### config.mk
export PLATFORM = sky130hd
export DESIGN_NAME = base_wsplit
export DESIGN_NICKNAME = d
export VERILOG_FILES = /design/src/rtl/base_wsplit.sv
export SDC_FILE = /design/constraint.sdc
export NUM_CORES = 1
export LEC_CHECK = 0
export ABC_AREA = 1
export BUFFER_PORTS_ARGS = -buffer_cell sky130_fd_sc_hd__buf_2
export CORE_MARGIN = 2
export CORE_UTILIZATION = 44
export CTS_CLUSTER_SIZE = 10
export DETAILED_ROUTE_END_ITERATION = 7
export HOLD_SLACK_MARGIN = 0.12
export PLACE_DENSITY = 0.84
export SYNTH_ARGS = -nofsm -noshare
export SYNTH_HDL_FRONTEND = slang
export SYNTH_SLANG_ARGS = --single-unit
### constraint.sdc
create_clock -name clk -period 2 [get_ports clk]
set_clock_uncertainty 0.05 [all_clocks]
set_input_delay 0 -clock clk [delete_from_list [all_inputs] [get_ports clk]]
set_output_delay 0 -clock clk [all_outputs]
set_load 0.005 [all_outputs]
### src/rtl/base_wsplit.sv
// base_wsplit: splits one wide word into its first i_e+1 narrow beats, lowest slice first, tagging the final beat with o_last.
// Latency: a word accepted at edge t presents beat 0 in cycle t+1; single-beat words stream at one word per cycle.
// Backpressure: o_r=0 freezes the current beat; i_r = ~hold_v | (o_r & o_last), so i_r never depends on i_v.
//
// Ports:
//   clk, reset        rising-edge clock, synchronous active-high reset
//   i_v/i_r/i_d/i_e   wide-word valid/ready, data (n*owidth), last beat index
//   o_v/o_r/o_d       narrow-beat valid/ready, data (owidth)
//   o_idx, o_last     beat index within its word, final-beat flag
module base_wsplit #(
  parameter int owidth = 8,
  parameter int n      = 4,
  parameter int LOG_N  = $clog2(n)
) (
  input  logic                  clk,
  input  logic                  reset,
  input  logic                  i_v,
  output logic                  i_r,
  input  logic [n*owidth-1:0]   i_d,
  input  logic [LOG_N-1:0]      i_e,
  output logic                  o_v,
  input  logic                  o_r,
  output logic [owidth-1:0]     o_d,
  output logic [LOG_N-1:0]      o_idx,
  output logic                  o_last
);

  localparam logic [LOG_N-1:0] LAST_IDX = LOG_N'(n - 1);

  logic                r_hold_v;
  logic [n*owidth-1:0] r_hold_d;
  logic [LOG_N-1:0]    r_hold_e;
  logic [LOG_N-1:0]    r_cnt;

  logic                w_last;
  logic                w_in_fire;
  logic                w_out_fire;
  logic [LOG_N-1:0]    w_e_clamp;
  logic [owidth-1:0]   w_od;

  assign w_last     = r_hold_v & (r_cnt == r_hold_e);
  assign i_r        = ~r_hold_v | (o_r & w_last);
  assign w_in_fire  = i_v & i_r;
  assign w_out_fire = r_hold_v & o_r;

  // Indices beyond the last slice only exist when n is not a power of two;
  // clamping keeps the beat counter inside the word.
  assign w_e_clamp  = (i_e >= LAST_IDX) ? LAST_IDX : i_e;

  // Slice select; cnt never exceeds hold_e, so every reachable index is covered.
  always_comb begin
    w_od = '0;
    for (int k = 0; k < n; k++) begin
      if (r_cnt == LOG_N'(k)) begin
        w_od = r_hold_d[k*owidth +: owidth];
      end
    end
  end

  // Control state: a new load takes priority, which is what lets the next
  // word enter in the same cycle the last beat of the current one leaves.
  always_ff @(posedge clk) begin
    if (reset) begin
      r_hold_v <= 1'b0;
      r_cnt    <= '0;
    end else if (w_in_fire) begin
      r_hold_v <= 1'b1;
      r_cnt    <= '0;
    end else if (w_out_fire) begin
      if (w_last) begin
        r_hold_v <= 1'b0;
        r_cnt    <= '0;
      end else begin
        r_cnt    <= r_cnt + LOG_N'(1);
      end
    end
  end

  // Word payload needs no reset: it is only observed while hold_v is set.
  always_ff @(posedge clk) begin
    if (w_in_fire) begin
      r_hold_d <= i_d;
      r_hold_e <= w_e_clamp;
    end
  end

  assign o_v    = r_hold_v;
  assign o_d    = w_od;
  assign o_idx  = r_cnt;
  assign o_last = w_last;

endmodule
# == Word-level counts from Yosys, hierarchy flattened ==
# Cells that the tools add are included.
# op_classes
n_lt_le_gt_ge,1
reduce_logical,5
eq_ne,4
bitwise_logic,6
n_addsub,1
n_mux,8
# op_table
cell,count
2-to-1 mux 8 bit,4
AND 1 bit,4
"equality test 2 bit, second input constant",2
nonzero test 2 bit,2
2-to-1 mux 1 bit,3
"adder 2 x 1 -> 2 bit, second input constant",1
"equality test 2 x 1 -> 1 bit, second input constant",1
equality test 2 bit,1
"greater-or-equal comparator 2 bit, second input constant",1
zero test 2 bit,1
2-to-1 mux 2 bit,1
AND reduction 2 bit,1
OR reduction 2 bit,1
inverter 1 bit,1
bitwise OR 1 bit,1
# word_totals
out_inout_bits,13
reg_bits,37
inputBits,38
elab_cells,29

# == Longest topological paths before layout ==
# logic_depth
ltp_word,7
ltp_mapped,9
mapped_depth_nobuf,9

# == Least setup slack after synthesis ==
# OpenSTA, ideal clock, no wires.
# synth_timing
path_kind,reg-to-reg
from,register r_cnt[0] (netlist: o_idx[0])
to,"register r_hold_d[0], enable pin"
setup_time_ns,0.389
stages_incl_launch_ff,9
path_slack_ns,-0.011
required_ns,1.561
arrival_ns,1.573
n_path_buf,0
cell_sequence,dfxtp_1 > inv_2 > nand2_2 > nand2_1 > nor2_2 > nand3_2 > nand2_2 > nand2_2 > inv_1
# synth_via
elab_chain_cells,5
# synth_rtl
item,line_no,text
from (decl),33,logic [LOG_N-1:0] r_cnt;
from (signal assigned),74,r_cnt <= r_cnt + LOG_N'(1);
equality test 2 bit,41,assign w_last = r_hold_v & (r_cnt == r_hold_e);
AND 1 bit,41,
AND 1 bit,42,assign i_r = ~r_hold_v | (o_r & w_last);
bitwise OR 1 bit,42,
via i_r,18,"output logic i_r,"
AND 1 bit,43,assign w_in_fire = i_v & i_r;
via w_in_fire,36,logic w_in_fire;
to (signal assigned),82,r_hold_d <= i_d;
to (decl),31,logic [n*owidth-1:0] r_hold_d;
# The timed path passes the listed nets, and every way through them passes these cells.
# A chain may end at the register's enable or synchronous reset.

# == Final worst setup path ==
# layout_timing
from,register r_cnt[1] (netlist: o_idx[1])
to,output port o_d[4]
# layout_via
elab_chain_cells,5
word_cells_on_any_way,8
classes_between,eq/ne (3); mux (4); reduce/logical (1)
# layout_rtl
item,line_no,text
zero test 2 bit,54,if (r_cnt == LOG_N'(k)) begin
2-to-1 mux 8 bit (3 in series),54,
2-to-1 mux 8 bit *,54,
to (decl),23,"output logic [owidth-1:0] o_d,"
# Every way passes the cells marked *; elsewhere a longest branch is shown, timed or not.

==> impl_metrics.toml <==
[pwr]
p_int_mw = 1.28
power_leakage_nw = 1.01
pwr-share-seq = 0.558
total_power_mw = 1.63
vdd_drop_max_uv = 602
p_sw_frac = 0.218
power.net_switching_mw = 0.356
power_frac_comb = 0.137
clkPwrFrac = 0.305
power_density_mw_per_mm2 = 703

[timing]
drv_slew = 0
fin_ws_ns = 0.120
fin_setup_tns_ns = 0
finalSetupViolations = 0
fmax_ghz = 0.532
fin_crit_sh = 0.940
whs_ns = 0.297
max_slew.worst_pin.slew_ns = 0.414
hold_violations = 0
min_period_ns = 1.88
rsz0062_at_grt = "false"
maxSlewHeadroom = 0.724

[cts]
path_clk_slew_ns = 0.12
cts_buffers = 5
clock_path_buffers = 2
htree_levels = 2
clk_latency_ns = 0.34
cts.sinks = 37
cts_tree = "built"
clockRootBuffer = "clkbuf_4"

[floorplan]
fp.dieW_um = 63.5
ios = 51
fp.dieArea_mm2 = 0.00403
die_h_um = 63.5
initial_core_util = 0.463
core-area_mm2 = 0.00336
rows = 21

[synthesis]
synth_xor_area_frac = 0.00563
yosys_warnings = 0
synth_top_family_by_area = "simple AND/OR/NAND/NOR gates"
synth_compound_area_frac = 0.0981
synth_cells = 126
synth_area_leaders = "edfxtp_1, nand2_1, a21oi_1"
synthSimpleGateAreaFrac = 0.124
synthDistinctLibCells = 19
synth_seq_cells = 37
netlist_area_mm2 = 0.00156
syn_nets = 168
synth-seq-area-share = 0.695
synth_top_cell_area_share = 0.656
synthMuxAreaShare = 0
synthAdderAreaFrac = 0.0322
avgSynthCellArea_um2 = 12.4
yosys.area.top_type = "edfxtp_1"

[global_routing]
antenna_found_initial = 0
grt_pass1_vias = 1340
grt_max_degree = 27
grtUsageTotal = 0.209
gr-total-overflow = 0
grt_pass1_wl_um = 6040

[hold_path]
hp-class = "input port to flop"

[setup_path]
crit_required_ns = 1.95
cp_max_fo = 9
crit_arrival_ns = 1.83
criticalPathCategory = "flop to output port"
start_kind = "flop"
cp-end-kind = "output port"

[flow_run]
maxCapViolations = 0

[placed_design]
pre_cts_ws_ns = 0.306
placed_area_mm2 = 0.00185
port_buffers = 50
hpwl_um = 2050
place.gp.congestion = 0.734

[detailed_routing]
drc = 0
totalWireLength_um = 3920
drt_iter0_drc = 36
firstDrtPassIters = 4
ant_nets = 0
routedWlPerCell_um = 14.9
via_per_inst = 4.71
via_count = 1240

[finish]
drive_gt1_frac = 0.323
area_growth_pct = 49.3
design_area_mm2 = 0.00232
layout.nets = 259
fillers = 250
n_antenna_cell = 0

[outcome]
run_status = "finished, final reports clean"
[flip-flops by register name, summed over array words and instances (netlist names)]
register,cells
r_hold_d,32
o_v,1
o_idx,2
r_hold_e,2
[path summary, 6_finish.rpt]
| check | start | endpoint | slack, ns | cells past startpoint |
|---|---|---|---|---|
| min | i_d[19] | r_hold_d[19] | 0.30 | 2 |
| min reg2reg | o_idx[0] | o_idx[0] | 0.57 | 3 |
| max reg2reg | o_idx[0] | o_idx[1] | 0.18 | 10 |
| max | o_idx[1] | o_d[4] | 0.12 | 7 |
[placed cells by master (no fill, tap or decap), drive strengths merged]
cell type    instances
clkinv               1
ha                   4
bufinv               1
nand3                1
clkinvlp             1
nor2                14
a22oi                1
inv                  9
clkbuf               5
a21o                 8
xnor2                1
dfxtp                3
edfxtp              34
nand2               27
dlygate4sd3         39
buf                 51
a21oi               17
[through the flow]
step,cells,util
6_report,263,0.691
5_1_grt,263,0.691
4_1_cts,263,0.690
3_5_place_dp,217,0.551
3_3_place_gp,217,0.551
2_1_floorplan,126,-
[cell usage after synthesis (all sizes together)]
library cell and n:
nand3 1, buf 3, xnor2 1, a22oi 1, ha 4, a21oi 17, inv 10, dfxtp 3
nand2 27, a21o 8, clkbuf 3, nor2 14, edfxtp 34
[power groups by stage]
| stage | clock, mW | combinational, mW | sequential (mW) |
|---|---|---|---|
| finish | 0.498 | 0.223 | 0.912 |
| global route | 0.541 | 0.242 | 0.915 |
| CTS | 0.491 | 0.216 | 0.909 |
| detailed placement | 0 | 0.156 | 0.927 |
| global placement | 0 | 0.153 | 0.925 |
| floorplan | 0 | 0.0794 | 0.924 |
[kinds of logic after synthesis]
kind of cell	Yosys count
AND/OR/NAND/NOR	42
AO/OA/AOI/OAI	26
flip-flops	37
adder cells (fa/ha/maj)	4
XOR/XNOR	1
buffers and inverters	16
[critical path, cell delays in order (launching register included)]
cell	delay (ns)
dfxtp_2	0.40
inv_1	0.08
ha_2	0.27
nor2_8	0.19
nand2_1	0.08
a21o_1	0.17
a21oi_1	0.16
buf_2	0.14
[layer usage]
layer,vias to the layer above,part of all wire,global-route usage
li1,610,-,-
met1,564,0.33,0.204
met2,47,0.57,0.389
met3,19,0.051,0.0589
met4,0,0.044,0.120
met5,-,0,0
[what timing repair did]
action                     4_1_cts  5_1_grt
setup endpoints to repair        8        8
resized for setup                1        2
hold buffers                    39        0
buffers inserted                 0        0
hold endpoints to repair        45        0
pin swaps                        0        0
[cell type report]
cell class,instances,area (um^2),share of cell area
clock inverters,2,35.0,0.0151
multi-input cells,73,409,0.176
clock buffers,5,37.5,0.0162
flip-flops and latches,37,1080,0.466
inverters,10,41.3,0.0178
repair buffers,90,661,0.284
well taps,46,57.6,0.0248
Power figures use the tool's default switching activity.
